`config.mk`:
```
export PLATFORM = sky130hd
export DESIGN_NAME = key_event_conditioner
export DESIGN_NICKNAME = d
export VERILOG_FILES = /design/src/rtl/key_event_conditioner.sv
export SDC_FILE = /design/constraint.sdc
export NUM_CORES = 1
export LEC_CHECK = 0
export ABC_AREA = 1
export BUFFER_PORTS_ARGS = -buffer_cell sky130_fd_sc_hd__buf_4
export CORE_MARGIN = 5
export CORE_UTILIZATION = 50
export CTS_BUF_LIST = sky130_fd_sc_hd__clkbuf_16
export DETAILED_ROUTE_END_ITERATION = 6
export PLACE_DENSITY_LB_ADDON = 0.12
export SYNTH_ARGS = -nofsm -noshare
export SYNTH_HDL_FRONTEND = slang
export SYNTH_SLANG_ARGS = --single-unit
```
`constraint.sdc`:
```
create_clock -name clock -period 2.5 [get_ports clock]
set_clock_uncertainty 0.1 [all_clocks]
set_input_delay 0.25 -clock clock [delete_from_list [all_inputs] [get_ports clock]]
set_output_delay 0.25 -clock clock [all_outputs]
set_load 0.005 [all_outputs]
```
`src/rtl/key_event_conditioner.sv`:
```
// key_event_conditioner: turns four bouncy push-buttons into clean one-hot press
// events on a valid/ready interface. Chords of two or more keys are ignored
// until every key has been released.
module key_event_conditioner #(
  parameter int NUM_KEYS        = 4,       // the 2-bit code output holds 4 keys
  parameter int DEBOUNCE_CYCLES = 250000,  // 5 ms at 50 MHz; must be >= 1
  parameter bit ACTIVE_LOW      = 1'b1     // raw buttons read 0 when pressed
) (
  input  logic                clock,
  input  logic                reset,
  input  logic [NUM_KEYS-1:0] rawKey,
  input  logic                eventReady,
  output logic                eventValid,
  output logic [NUM_KEYS-1:0] eventKey,
  output logic [1:0]          eventCode,
  output logic [NUM_KEYS-1:0] keyLevel,
  output logic                releasePulse,
  output logic                multiError,
  output logic                overflow
);

  // The counter only ever needs to reach DEBOUNCE_CYCLES-1.
  localparam int CNT_W = (DEBOUNCE_CYCLES > 1) ? $clog2(DEBOUNCE_CYCLES) : 1;
  localparam logic [CNT_W-1:0] CNT_MAX = CNT_W'(DEBOUNCE_CYCLES - 1);

  typedef enum logic [1:0] {
    IDLE,
    PRESSED,
    MULTI
  } state_t;

  logic [NUM_KEYS-1:0] key_norm;
  logic [NUM_KEYS-1:0] sync_meta;
  logic [NUM_KEYS-1:0] sync_key;
  logic [NUM_KEYS-1:0] db_key;
  logic [CNT_W-1:0]    cnt [NUM_KEYS];

  state_t              state_q, state_d;
  logic [NUM_KEYS-1:0] held_q, held_d;
  logic                ev_valid_q, ev_valid_d;
  logic [NUM_KEYS-1:0] ev_key_q, ev_key_d;
  logic [1:0]          ev_code_q, ev_code_d;
  logic                release_q, release_d;
  logic                multi_q, multi_d;
  logic                overflow_q, overflow_d;
  logic                press;
  logic                any_key;
  logic                single_key;

  // Binary index of a one-hot key vector.
  function automatic logic [1:0] key_index(input logic [NUM_KEYS-1:0] onehot);
    key_index = '0;
    for (int i = 0; i < NUM_KEYS; i++) begin
      if (onehot[i]) key_index = 2'(i);
    end
  endfunction

  assign key_norm = ACTIVE_LOW ? ~rawKey : rawKey;

  // Two-flop synchroniser bringing the asynchronous buttons into the clock domain.
  always_ff @(posedge clock) begin
    // NOTE: sequential state uses non-blocking assignments so every flop samples
    // the pre-edge value; a blocking '=' here would collapse the two stages into one.
    if (reset) begin
      sync_meta <= '0;
      sync_key  <= '0;
    end else begin
      sync_meta <= key_norm;
      sync_key  <= sync_meta;
    end
  end

  // Per-key debounce: accept a change only after it persists for DEBOUNCE_CYCLES.
  always_ff @(posedge clock) begin
    // NOTE: the counter array is reset along with the levels so that a reset
    // in the middle of a debounce discards the partial count.
    if (reset) begin
      db_key <= '0;
      for (int i = 0; i < NUM_KEYS; i++) cnt[i] <= '0;
    end else begin
      for (int i = 0; i < NUM_KEYS; i++) begin
        if (sync_key[i] == db_key[i]) begin
          cnt[i] <= '0;
        end else if (cnt[i] == CNT_MAX) begin
          db_key[i] <= sync_key[i];
          cnt[i]    <= '0;
        end else begin
          cnt[i] <= cnt[i] + CNT_W'(1);
        end
      end
    end
  end

  assign any_key    = |db_key;
  assign single_key = any_key && ((db_key & (db_key - NUM_KEYS'(1))) == '0);

  // Next-state, event register and status logic from the debounced levels.
  always_comb begin
    // NOTE: every variable gets a default before the case so no path leaves
    // one unassigned, which would otherwise infer a latch.
    state_d    = state_q;
    held_d     = held_q;
    press      = 1'b0;
    release_d  = 1'b0;
    ev_valid_d = ev_valid_q;
    ev_key_d   = ev_key_q;
    ev_code_d  = ev_code_q;
    overflow_d = overflow_q;

    unique case (state_q)
      IDLE: begin
        if (single_key) begin
          state_d = PRESSED;
          held_d  = db_key;
          press   = 1'b1;
        end else if (any_key) begin
          state_d = MULTI;
        end
      end
      PRESSED: begin
        if (db_key == held_q) begin
          state_d = PRESSED;
        end else if (!any_key) begin
          state_d   = IDLE;
          release_d = 1'b1;
        end else begin
          state_d = MULTI;
        end
      end
      MULTI: begin
        if (!any_key) state_d = IDLE;
      end
      default: state_d = IDLE;
    endcase

    multi_d = (state_d == MULTI);

    // Acceptance first, so a coinciding press can reload the register.
    if (ev_valid_q && eventReady) ev_valid_d = 1'b0;
    if (press) begin
      if (!ev_valid_q || eventReady) begin
        ev_valid_d = 1'b1;
        ev_key_d   = db_key;
        ev_code_d  = key_index(db_key);
      end else begin
        overflow_d = 1'b1;
      end
    end
  end

  // State and registered outputs.
  always_ff @(posedge clock) begin
    if (reset) begin
      state_q    <= IDLE;
      held_q     <= '0;
      ev_valid_q <= 1'b0;
      ev_key_q   <= '0;
      ev_code_q  <= '0;
      release_q  <= 1'b0;
      multi_q    <= 1'b0;
      overflow_q <= 1'b0;
    end else begin
      state_q    <= state_d;
      held_q     <= held_d;
      ev_valid_q <= ev_valid_d;
      ev_key_q   <= ev_key_d;
      ev_code_q  <= ev_code_d;
      release_q  <= release_d;
      multi_q    <= multi_d;
      overflow_q <= overflow_d;
    end
  end

  assign eventValid   = ev_valid_q;
  assign eventKey     = ev_key_q;
  assign eventCode    = ev_code_q;
  assign keyLevel     = db_key;
  assign releasePulse = release_q;
  assign multiError   = multi_q;
  assign overflow     = overflow_q;

endmodule
```
==> results.ini <==
[status]
status = completed

[clock_tree]
h-tree-depth = 3
clkTransAtPathRegs_ns = 0.06
cts_buffers = 9
cts_root_buf = clkbuf_16
clock_latency_ns = 0.34
postCtsSetupRepairBufs = 0
cts_tree = yes
clk_path_buf_depth = 2
cts_sinks = 100
hold_buffers = 4
cts_resized = 0

[synthesis]
netlist_instances = 700
synthesis.area_um2 = 5530
synth-seq-cells = 100
ys_top_cells_by_area = edfxtp_1 (39%), nand2_1 (11%), dfxtp_1 (10%), nor2_1 (10%), inv_1 (5.0%)
synth_cell_types = 30
yosysTopAreaCell = edfxtp_1
seq_area_frac_synth_pct = 49.3
ys_warn_count = 0
avgSynthCellArea_um2 = 7.89
synth_top_cell_area_share_pct = 39.1

[critical_path]
crit_type = flop to flop
endpoint = cnt[2][10]$_SDFFCE_PN0P_
rr_worst_depth = 7
worstPathArrival_ns = 1.99
cp_slowest_cell = edfxtp_1
cp-end-kind = flop
r2r_end = cnt[2][10]$_SDFFCE_PN0P_
cpPeakStageDelay_ns = 0.41
path_delay_family = flip-flops
timing.rr.start = cnt[2][0]$_SDFFCE_PN0P_
crit_cells = 7
cp_num_buf_inv = 1
crit_chain = ha_1 > nand2_2 > nor2_4 > nand3_2 > o21ai_2 > buf_4 > nor2_1
rrSetupSlack_ns = 0.51
start_kind = flop
crit_start = cnt[2][0]$_SDFFCE_PN0P_
cp_max_fo = 9
required_ns = 2.50

[sta]
rsz0062_at_grt = false
finalHoldViolCount = 0
clock.fmax_ghz = 0.503
setup_tns_ns = 0
drv_slew = 0
period_share_pct = 79.6
period_minus_slack_ns = 1.99
setup_violations = 0

[power]
clkPwrFrac_pct = 38.6
vdd_ir_drop_max_uv = 313
internal_power_uw = 2600
power_frac_comb_pct = 4.5
power.total_uw = 3320
p_sw_share_pct = 21.7
leakagePower_uw = 0.00254
pwr-share-seq_pct = 56.9
p_per_area_nw_per_um2 = 524
p_sw_uw = 722

[layout]
syn_to_final_growth_pct = 14.6
antennaDiodeCount = 0
nets = 805
finalInstanceArea_um2 = 6330
n_fill_cell = 988
drive_gt1_share_pct = 8.26
most-common-layout-cells = nand2_1 (167), nor2_1 (148), inv_1 (77), edfxtp_1 (72), conb_1 (72)
final_common_cell = nand2_1

[routing]
drt-total-wl_mm = 10.5
wire_per_inst_um = 11.2
drcViolationCount = 0
routed.top_layer = met4
via_per_inst = 4.68
drt-met1-wl_mm = 5.13
drt_iter0_markers = 181
final_antenna_net_count = 0
wl_met2_mm = 4.82
dr.pass1.iters = 4
wl_met3_um = 405
vias = 4396

[place]
port_buffers = 20
place_congestion = 0.890
dpl_cell_area_um2 = 6020
dpl.hpwl_mm = 8.03

[floorplan]
io_pins = 21
core-area_um2 = 10800
die_area_um2 = 13300
initial_core_util_pct = 51.0
row_count = 38
die_h_um = 115
die_x_um = 115

[global_routing]
grt_first_pass_wirelength_mm = 18.3
grt.overflow.total = 0
grt_max_degree = 21
first_global_vias = 4112
gr-usage-all-layers_pct = 17.1
grt_antenna_before_repair = 0

[job]
cap_violations = 0

[hold_path]
hold_path.class = input pin to flop

-- per-layer routing --
metal	global-route usage, %	up-vias
met2	27.5	64
li1	-	2362
met5	0	-
met3	2.95	13
met1	23.1	1957
met4	6.49	0
-- cell type report --
| cell class | count | area, um2 | area share (%) |
|---|---|---|---|
| sequential | 100 | 2720 | 43.0 |
| clock inverter | 6 | 22.5 | 0.356 |
| tap | 140 | 175 | 2.77 |
| multi-input combinational | 585 | 2690 | 42.5 |
| clock buffer | 10 | 250 | 3.95 |
| inverter | 73 | 274 | 4.33 |
| timing repair buffer | 25 | 198 | 3.12 |
-- cells in the mapped netlist --
| cell | n |
|---|---|
| o21ai_2 | 1 |
| nand3_1 | 44 |
| o21ai_0 | 22 |
| clkbuf_1 | 2 |
| buf_2 | 2 |
| nand3b_1 | 1 |
| buf_1 | 1 |
| nor2_4 | 4 |
| buf_4 | 4 |
| nor3_1 | 6 |
| buf_12 | 1 |
| dfxtp_1 | 28 |
| xnor2_1 | 5 |
| conb_1 | 1 |
| or2_2 | 9 |
| edfxtp_1 | 72 |
| nand3_2 | 1 |
| nand2_4 | 1 |
| a21oi_1 | 47 |
| nor2_1 | 148 |
| nand2_1 | 167 |
| nand2_2 | 7 |
| buf_6 | 3 |
| xor2_1 | 27 |
| ha_1 | 4 |
| nor2_2 | 8 |
| a21oi_2 | 4 |
| nand4_1 | 6 |
| or2_0 | 1 |
| inv_1 | 73 |
-- power groups by stage --
| stage | logic, uW | registers [uW] | clock network (uW) |
|---|---|---|---|
| 2_1_floorplan | 118 | 1910 | 0 |
| 3_3_place_gp | 138 | 1920 | 0 |
| 3_5_place_dp | 141 | 1930 | 0 |
| 4_1_cts | 147 | 1890 | 1320 |
| 5_1_grt | 175 | 1900 | 1410 |
| 6_report | 149 | 1890 | 1280 |
-- kinds of logic after synthesis --
family	synth area share, %
adder cells (fa/ha/maj)	0.906
flip-flops	49.3
AND/OR/NAND/NOR	30.8
XOR/XNOR	5.07
buffers and inverters	6.86
AO/OA/AOI/OAI	7.04
other	0.0679
-- registers in the layout, indices dropped and copies added, names as in the netlist, 2 cells and up --
name and count:
cnt 72, state_q 2, sync_key 4, eventKey 4
held_q 4, sync_meta 4, eventCode 2, keyLevel 4
-- worst min path at each step --
stage / from / to / slack (ns) / depth (start not counted)
after floorplan: rawKey[3] / sync_meta[3]$_SDFF_PP0_ / 0.22 / 1
after global placement: sync_meta[3]$_SDFF_PP0_ / sync_key[3]$_SDFF_PP0_ / 0.30 / 2
after detailed placement: sync_meta[3]$_SDFF_PP0_ / sync_key[3]$_SDFF_PP0_ / 0.29 / 2
after CTS: reset / sync_meta[2]$_SDFF_PP0_ / 0.12 / 2
after global routing: reset / sync_meta[2]$_SDFF_PP0_ / 0.13 / 2
final: reset / sync_meta[2]$_SDFF_PP0_ / 0.14 / 2
-- worst register-to-register path, delay by kind of cell, from the launching register on --
kind	cells	cell delay, ns
AND/OR/NAND/NOR	4	0.40
flip-flops	1	0.41
AO/OA/AOI/OAI	1	0.37
buffers and inverters	1	0.24
adder cells (fa/ha/maj)	1	0.22
-- through the flow --
step	hold WS [ns]	std cells	util [%]	setup WS (ns)
2_1_floorplan	0.217	771	-	0.774
3_3_place_gp	0.297	919	55.5	0.601
3_5_place_dp	0.292	919	55.5	0.489
4_1_cts	0.118	939	58.4	0.473
5_1_grt	0.131	939	58.4	0.349
6_report	0.135	939	58.4	0.510
(Power assumes the default switching activity.)
